`config.mk`:
```
export PLATFORM = sky130hd
export DESIGN_NAME = prio_encoder_irq
export DESIGN_NICKNAME = d
export VERILOG_FILES = /design/src/rtl/prio_encoder_pkg.sv /design/src/rtl/prio_enc_comb.sv /design/src/rtl/prio_encoder_irq.sv
export SDC_FILE = /design/constraint.sdc
export NUM_CORES = 1
export LEC_CHECK = 0
export ABC_AREA = 0
export CELL_PAD_IN_SITES_DETAIL_PLACEMENT = 1
export CELL_PAD_IN_SITES_GLOBAL_PLACEMENT = 2
export CORE_MARGIN = 1.5
export CORE_UTILIZATION = 28
export DETAILED_ROUTE_END_ITERATION = 6
export HOLD_SLACK_MARGIN = 0.05
export PLACE_DENSITY_LB_ADDON = 0.1
export SYNTH_ARGS = -nofsm -noshare
export SYNTH_HDL_FRONTEND = slang
export SYNTH_SLANG_ARGS = --single-unit
```
`constraint.sdc`:
```
create_clock -name clk -period 4.7 [get_ports clk]
set_input_delay 0.94 -clock clk [delete_from_list [all_inputs] [get_ports clk]]
set_output_delay 0.94 -clock clk [all_outputs]
set_load 0.01 [all_outputs]
```
`src/rtl/prio_encoder_pkg.sv`:
```
// Shared helpers for the registered priority encoder: width calculation,
// active-low code inversion and the idle code.
package prio_encoder_pkg;

    localparam int unsigned CODE_MAX_W = 32;

    // All-ones code driven on dout when no grant is valid
    localparam logic [CODE_MAX_W-1:0] IDLE_CODE = '1;

    // ceil(log2(n)) but never below 1, so a 2-channel encoder still has a code bit
    function automatic int unsigned clog2_min1(input int unsigned n);
        int unsigned w;
        w = 1;
        for (int unsigned i = 1; i < 32; i++) begin
            if ((33'd1 << i) < 33'(n)) begin
                w = i + 1;
            end
        end
        return w;
    endfunction

    // Channel index to active-low code
    function automatic logic [CODE_MAX_W-1:0] inv_code(input logic [CODE_MAX_W-1:0] idx);
        return ~idx;
    endfunction

endpackage

```
`src/rtl/prio_enc_comb.sv`:
```
// Combinational priority encoder: highest set bit of the pending vector.
module prio_enc_comb
    import prio_encoder_pkg::*;
#(
    parameter  int unsigned N = 8,
    localparam int unsigned W = clog2_min1(N)
) (
    input  logic [N-1:0] pend,
    output logic [W-1:0] idx,
    output logic         any
);

    // Scan upward so the highest pending index is the last one written
    always_comb begin
        idx = '0;
        any = |pend;
        for (int unsigned i = 0; i < N; i++) begin
            if (pend[i]) begin
                idx = W'(i);
            end
        end
    end

endmodule

```
`src/rtl/prio_encoder_irq.sv`:
```
// Registered N-channel active-low priority encoder with pending capture and
// one-cycle ack retirement; ex_out/s_out keep 74148 cascade semantics.
// Define PRIO_ENCODER_IRQ_EDGE_EN to capture requests on falling edges of din
// instead of on level.
module prio_encoder_irq
    import prio_encoder_pkg::*;
#(
    parameter  int unsigned N = 8,
    localparam int unsigned W = clog2_min1(N)
) (
    input  logic         clk,
    input  logic         rst,
    input  logic [N-1:0] din,
    input  logic         select,
    input  logic         ack,
    output logic [W-1:0] dout,
    output logic         ex_out,
    output logic         s_out
);

    logic [N-1:0] pend;
    logic [N-1:0] pend_next;
    logic [N-1:0] set_mask;
    logic [N-1:0] clr_mask;
    logic [W-1:0] shown;
    logic [W-1:0] idx;
    logic         any;
    logic         ack_ok;

    // Ack retires the channel currently presented; only meaningful while enabled
    assign shown    = ~dout;
    assign ack_ok   = ack && !ex_out && !select;
    assign clr_mask = ack_ok ? (N'(1) << shown) : '0;

`ifdef PRIO_ENCODER_IRQ_EDGE_EN
    logic [N-1:0] hist;

    // Previous din sample for falling-edge detection
    always_ff @(posedge clk) begin
        if (rst) begin
            hist <= '1;
        end else begin
            hist <= din;
        end
    end

    assign set_mask = hist & ~din;
`else
    assign set_mask = ~din;
`endif

    // Set beats clear when a channel is requested and retired in the same cycle
    assign pend_next = (pend & ~clr_mask) | set_mask;

    prio_enc_comb #(.N(N)) u_enc (
        .pend (pend_next),
        .idx  (idx),
        .any  (any)
    );

    // Pending state and outputs, both derived from pend_next
    always_ff @(posedge clk) begin
        if (rst) begin
            pend   <= '0;
            dout   <= W'(IDLE_CODE);
            ex_out <= 1'b1;
            s_out  <= 1'b1;
        end else begin
            pend <= pend_next;
            if (select) begin
                dout   <= W'(IDLE_CODE);
                ex_out <= 1'b1;
                s_out  <= 1'b1;
            end else if (any) begin
                dout   <= W'(inv_code(CODE_MAX_W'(idx)));
                ex_out <= 1'b0;
                s_out  <= 1'b1;
            end else begin
                dout   <= W'(IDLE_CODE);
                ex_out <= 1'b1;
                s_out  <= 1'b0;
            end
        end
    end

endmodule

```
==> flow_metrics.py, run 1 <==
metrics = {
    "route": {
        "drt_iter0_drc": 6,
        "ant_nets": 0,
        "drtPass1Iterations": 4,
        "wire_per_inst_um": 13.03,
        "routed-via-count": 521,
        "wl_um": 1407,
        "drc_errors": 0,
        "routed_via_density": 4.824,
    },
    "floorplan": {
        "rows": 16,
        "die_y_um": 48.44,
        "coreArea_mm2": 0.001962,
        "die_x_um": 48.44,
        "ios": 17,
        "initial_utilization_pct": 29.46,
        "die-area_mm2": 0.002346,
    },
    "timing": {
        "slew_headroom_pct": 72.62,
        "fin_skew_ps": 2.948,
        "fmax_mhz": 361.3,
        "fin_crit_sh_pct": 58.89,
        "setup_ws_ps": 1932,
        "fin_tns_setup_ps": 0,
        "timing.final.crit_period_ps": 2768,
        "rsz0062_at_grt": "false",
        "finalSetupViolations": 0,
        "slew_viol_final": 0,
        "worst_slew_pin_slew_ps": 409.5,
        "hold_violations": 0,
    },
    "setup_path": {
        "timing.rr.start": "ex_out",
        "startpoint_type": "primary input",
        "r2r-end": "s_out",
        "critPathKind": "in -> reg",
        "required_ps": 4840,
        "max_stage_delay_ps": 490,
        "reg2reg_slack_ps": 2750,
        "crit_family": "simple AND/OR/NAND/NOR gates",
        "cpMaxStageDelayCell": "clkdlybuf4s50_1",
        "crit_fanout": 6,
        "worstSetupEndpointType": "flip-flop",
        "rr_worst_depth": 5,
        "path_buf_inv": 1,
        "arrival_ps": 2910,
        "crit_chain": "clkdlybuf4s50_1 -> or3b_1 -> o22ai_2 -> nand2_2 -> or3_1 -> or4_1",
    },
    "grt": {
        "grt_first_pass_wirelength_um": 2518,
        "overflow": 0,
        "grt_antenna_before_repair": 0,
        "grt_util_all_layers_pct": 13.65,
        "grt_max_degree": 11,
        "grt_pass1_vias": 539,
    },
    "logic_synthesis": {
        "synthCells": 62,
        "syn_area_um2": 578.1,
        "synthArstFlopShare_pct": 0,
        "synth-edff-count": 0,
        "synth_nets": 74,
        "synth_top_flop_cell": "dfxtp_1",
        "synth_area_per_cell_um2": 9.323,
        "synth_seq_area_share_pct": 45.02,
        "synthDistinctLibCells": 26,
        "yosys_register_bits": 13,
        "yosysWarnings": 0,
    },
    "clock_network": {
        "cts_root_buf": "clkbuf_4",
        "cts_setup_buffers": 0,
        "cts.sinks": 13,
        "clkTransAtPathRegs_ps": 80,
        "cts_resized": 0,
        "numCtsBuffers": 3,
        "clockBufferDepth": 2,
        "cts_tree": "done",
        "cts_hold_buf": 0,
        "h-tree-depth": 1,
        "clock_latency_ps": 270,
    },
    "placed_design": {
        "hpwlAfterDp_um": 1137,
        "place_congestion": 0.7521,
        "pre_cts_ws_ps": 1651,
        "portBuffers": 16,
        "dpl_cell_area_um2": 768.2,
    },
    "cells_and_area": {
        "fin_area_um2": 794.5,
        "seq_area_um2": 260.3,
        "layout_commonest_cell": "clkdlybuf4s50_1",
        "diodes": 0,
        "final_layout_size_suffix_gt1_share_pct": 13.58,
        "fillers": 242,
        "multi_input_area_um2": 310.3,
        "final_nets": 94,
        "syn2layout_area_growth_pct": 37.45,
        "layout_common_cells": "16 x clkdlybuf4s50_1, 13 x dfxtp_1, 8 x nor2_1, 6 x nor2b_1, 4 x o21ai_0",
        "utilization_pct": 40.50,
    },
    "pwr": {
        "p_int_uw": 171.5,
        "ir_worst_vdd_mv": 0.1125,
        "p_switching_uw": 54.01,
        "p_sw_share_pct": 23.95,
        "pwr-share-clk_pct": 29.7,
        "p_leak_uw": 0.0002890,
        "total_power_uw": 225.5,
        "power.density_mw_per_mm2": 283.8,
        "combPwrFrac_pct": 16.7,
        "power_frac_seq_pct": 53.5,
    },
    "status": {
        "status": "complete, no violations",
    },
    "min_path": {
        "timing.hold.worst_path_depth": 2,
        "holdCritPathClass": "reg -> reg",
        "hp-start": "pend[0]",
        "hold_path_end": "pend[0]",
    },
    "run": {
        "maxCapViolations": 0,
    },
}
state kept, by name, indices dropped and copies added, names as in the netlist:
signal,cells
dout,3
pend,8
ex_out,1
s_out,1
through the flow:
| stage | std cells | hold WS [ps] |
|---|---|---|
| floorplan | 62 | 473.4 |
| global placement | 104 | 485.5 |
| detailed placement | 104 | 500.3 |
| CTS | 108 | 512.4 |
| global route | 108 | 581.8 |
| finish | 108 | 510.7 |
cell type report:
| class | count | share of cell area (%) |
|---|---|---|
| well taps | 27 | 4.252 |
| inverters | 1 | 0.4724 |
| clock buffers | 4 | 3.307 |
| flip-flops and latches | 13 | 32.76 |
| multi-input cells | 47 | 39.06 |
| repair buffers | 16 | 20.16 |
worst reg2reg max path: stages, from the launching register on:
cell and delay [ps]:
dfxtp_1 360, nand4b_1 260, o21ai_0 250, nand3_1 120, or3_1 410, or4_1 420
layer usage:
metal  GRT usage, %  up-vias  part of all wire [%]
met5              0        -                     0
met4          4.286        0                     0
met1          19.57      248                    53
met2          20.83       10                    44
li1               -      263                     -
met3          2.469        0                   3.5
worst max path at each step:
stage	from	endpoint	slack [ps]	cells after the start
detailed placement	select	s_out	1650	6
global route	ack	s_out	1810	6
CTS	select	s_out	1930	6
floorplan	select	s_out	2300	5
global placement	select	s_out	1690	6
finish	select	s_out	1930	6
cell families after synthesis:
group,Yosys count,share of synthesized area (%)
flip-flops,13,45.02
AO/OA/AOI/OAI,16,19.48
AND/OR/NAND/NOR,31,34.20
buffers and inverters,2,1.297
power by group through the flow:
stage                     registers (uW)  logic, uW  clock network [uW]
after floorplan                      123       18.7                   0
after global placement               123       38.1                   0
after detailed placement             123       38.0                   0
after CTS                            121       38.2                71.4
after global routing                 122       41.7                77.9
final                                121       37.7                67.0
synth_stat cells, types with 2 or more instances:
cell	instances	area, um^2
a21oi_1	2	10.01
a31oi_1	2	12.51
nand2b_1	3	18.77
nor2b_1	6	37.54
dfxtp_1	13	260.3
a31o_2	3	26.28
nand2_1	3	11.26
nor2_1	8	30.03
o21ai_0	4	20.02
o211ai_1	2	15.01
Power figures use the tool's default switching activity.
==> run 2: changes to the inputs <==
--- a/config.mk
+++ b/config.mk
@@ -9,7 +9,7 @@
 export CELL_PAD_IN_SITES_DETAIL_PLACEMENT = 1
 export CELL_PAD_IN_SITES_GLOBAL_PLACEMENT = 2
 export CORE_MARGIN = 1.5
-export CORE_UTILIZATION = 28
+export CORE_UTILIZATION = 23
 export DETAILED_ROUTE_END_ITERATION = 6
 export HOLD_SLACK_MARGIN = 0.05
 export PLACE_DENSITY_LB_ADDON = 0.1
==> constraint.sdc (replaced) <==
create_clock -name clk -period 2.5 [get_ports clk]
set_input_delay 0.5 -clock clk [delete_from_list [all_inputs] [get_ports clk]]
set_output_delay 0.5 -clock clk [all_outputs]
set_load 0.01 [all_outputs]
==> run 2 against run 1 <==
Via count up 1.2%; count of clock-buffer cells in the layout down 1; cell count up 8.3%; combinational power up 110%; die area up 20%; final area up 7.9%; sequential share of layout area down 2.4 points; largest power group unchanged; first-iteration DRC count down 83%.
==> flow_metrics.py, run 2 (synthesized netlist as in run 1, its figures left out) <==
metrics = {
    "status": {
        "status": "complete, no violations",
    },
    "route": {
        "drt_iter0_drc": 1,
        "drtPass1Iterations": 2,
        "ant_nets": 0,
        "wire_per_inst_um": 12.04,
        "drc_errors": 0,
        "wl_um": 1409,
        "routed-via-count": 527,
        "routed_via_density": 4.504,
    },
    "setup_path": {
        "path_buf_inv": 1,
        "arrival_ps": 2400,
        "cpMaxStageDelayCell": "clkdlybuf4s50_1",
        "crit_fanout": 6,
        "reg2reg_slack_ps": 600,
        "startpoint_type": "primary input",
        "r2r-end": "s_out",
        "critPathKind": "in -> reg",
        "rr_worst_depth": 5,
        "required_ps": 2660,
        "timing.rr.start": "dout[0]",
        "worstSetupEndpointType": "flip-flop",
        "max_stage_delay_ps": 490,
        "crit_family": "simple AND/OR/NAND/NOR gates",
        "crit_chain": "clkdlybuf4s50_1 -> or3b_1 -> o22ai_2 -> nand2_2 -> or3_1 -> or4_1",
    },
    "clock_network": {
        "clkTransAtPathRegs_ps": 90,
        "numCtsBuffers": 3,
        "h-tree-depth": 1,
        "cts_tree": "done",
        "cts_root_buf": "clkbuf_4",
        "cts_setup_buffers": 0,
        "clockBufferDepth": 2,
        "cts_resized": 0,
        "cts_hold_buf": 0,
        "cts.sinks": 13,
        "clock_latency_ps": 270,
    },
    "cells_and_area": {
        "diodes": 0,
        "fin_cells": 117,
        "top_register": "pend",
        "layout_common_cells": "16 x clkdlybuf4s50_1, 13 x dfxtp_1, 8 x nor2_1, 8 x buf_4, 6 x nor2b_1",
        "utilization_pct": 37.31,
        "final_layout_size_suffix_gt1_share_pct": 22.47,
        "top_regs": "pend: 8 flops, dout: 3 flops",
        "largest_reg_flops": 8,
        "layout_commonest_cell": "clkdlybuf4s50_1",
        "syn2layout_area_growth_pct": 48.27,
        "final_nets": 102,
    },
    "min_path": {
        "hold_path_end": "pend[0]",
        "hp-start": "pend[0]",
        "timing.hold.worst_path_depth": 2,
        "holdCritPathClass": "reg -> reg",
    },
    "placed_design": {
        "pre_cts_ws_ps": -66.78,
        "place_inst": 113,
        "hpwlAfterDp_um": 1132,
        "portBuffers": 16,
        "place_congestion": 0.7082,
    },
    "floorplan": {
        "coreArea_mm2": 0.002297,
        "die-area_mm2": 0.002823,
        "die_x_um": 53.13,
        "ios": 17,
        "die_y_um": 53.13,
        "initial_utilization_pct": 25.16,
        "rows": 17,
    },
    "pwr": {
        "p_leak_uw": 0.0003302,
        "power_frac_seq_pct": 52.3,
        "power.density_mw_per_mm2": 506.2,
        "total_power_uw": 433.9,
        "p_sw_share_pct": 24.82,
        "p_int_uw": 326.2,
        "pwr-share-clk_pct": 29.6,
        "ir_worst_vdd_mv": 0.2435,
        "combPwrFrac_pct": 18.1,
        "p_switching_uw": 107.7,
    },
    "timing": {
        "fmax_mhz": 445.5,
        "fin_skew_ps": 6.359,
        "finalSetupViolations": 0,
        "fin_crit_sh_pct": 89.79,
        "timing.final.crit_period_ps": 2245,
        "slew_headroom_pct": 74.74,
        "setup_ws_ps": 255.4,
        "hold_violations": 0,
        "rsz0062_at_grt": "false",
        "slew_viol_final": 0,
        "worst_slew_pin_slew_ps": 377.7,
        "fin_tns_setup_ps": 0,
    },
    "grt": {
        "grt_first_pass_wirelength_um": 2435,
        "grt_util_all_layers_pct": 12.30,
        "grt_max_degree": 11,
        "grt_antenna_before_repair": 0,
        "grt_pass1_vias": 542,
        "overflow": 0,
    },
    "run": {
        "maxCapViolations": 0,
    },
}
-- run 2: cell types whose count changed in the layout (fill, tap and decap cells not counted), sizes merged --
| cell | before | now |
|---|---|---|
| buf | 0 | 8 |
| clkbuf | 4 | 3 |
| clkinv | 0 | 1 |
-- run 2: stage by stage --
step,hold slack [ps],area [um^2]
2_1_floorplan,473.4,578.1
6_report,525.6,857.1
4_1_cts,530.5,857.1
3_3_place_gp,508.1,829.5
3_5_place_dp,516.3,829.5
5_1_grt,589.7,857.1
-- run 2: how the worst max path moves through the flow --
| stage | start | endpoint | slack (ps) | cells after the start |
|---|---|---|---|---|
| 3_3_place_gp | select | s_out | -30 | 6 |
| 6_report | select | s_out | 260 | 6 |
| 4_1_cts | select | s_out | 230 | 6 |
| 2_1_floorplan | select | s_out | 540 | 5 |
| 3_5_place_dp | select | s_out | -70 | 6 |
| 5_1_grt | select | s_out | 150 | 6 |
-- run 2: layout make-up --
cell class	instances	area [um^2]
Tap cell	28	35.03
Multi-Input combinational cell	47	310.3
Clock buffer	3	22.52
Fill cell	288	1440
Clock inverter	1	5.005
Sequential cell	13	260.3
Timing Repair Buffer	24	220.2
Inverter	1	3.754
-- run 2: worst reg2reg max path: cells and delay by family (launching register included) --
family,cells,cell delay [ps]
AND/OR/NAND/NOR,4,1260
flip-flops,1,360
AO/OA/AOI/OAI,1,170
-- run 2: layer usage --
metal | share of wire [%] | global-route usage (%)
met1 | 51 | 17.04
met4 | 0.92 | 5.128
met3 | 4.7 | 2.542
met5 | 0 | 0
met2 | 43 | 18.33
-- run 2: power by group through the flow --
| stage | Combinational (uW) | Sequential (uW) | Clock, uW |
|---|---|---|---|
| 6_report | 78.3 | 227 | 128 |
| 5_1_grt | 87.5 | 229 | 147 |
| 4_1_cts | 79.7 | 227 | 133 |
| 3_5_place_dp | 79.1 | 232 | 0 |
| 3_3_place_gp | 79.9 | 232 | 0 |
| 2_1_floorplan | 35.1 | 232 | 0 |
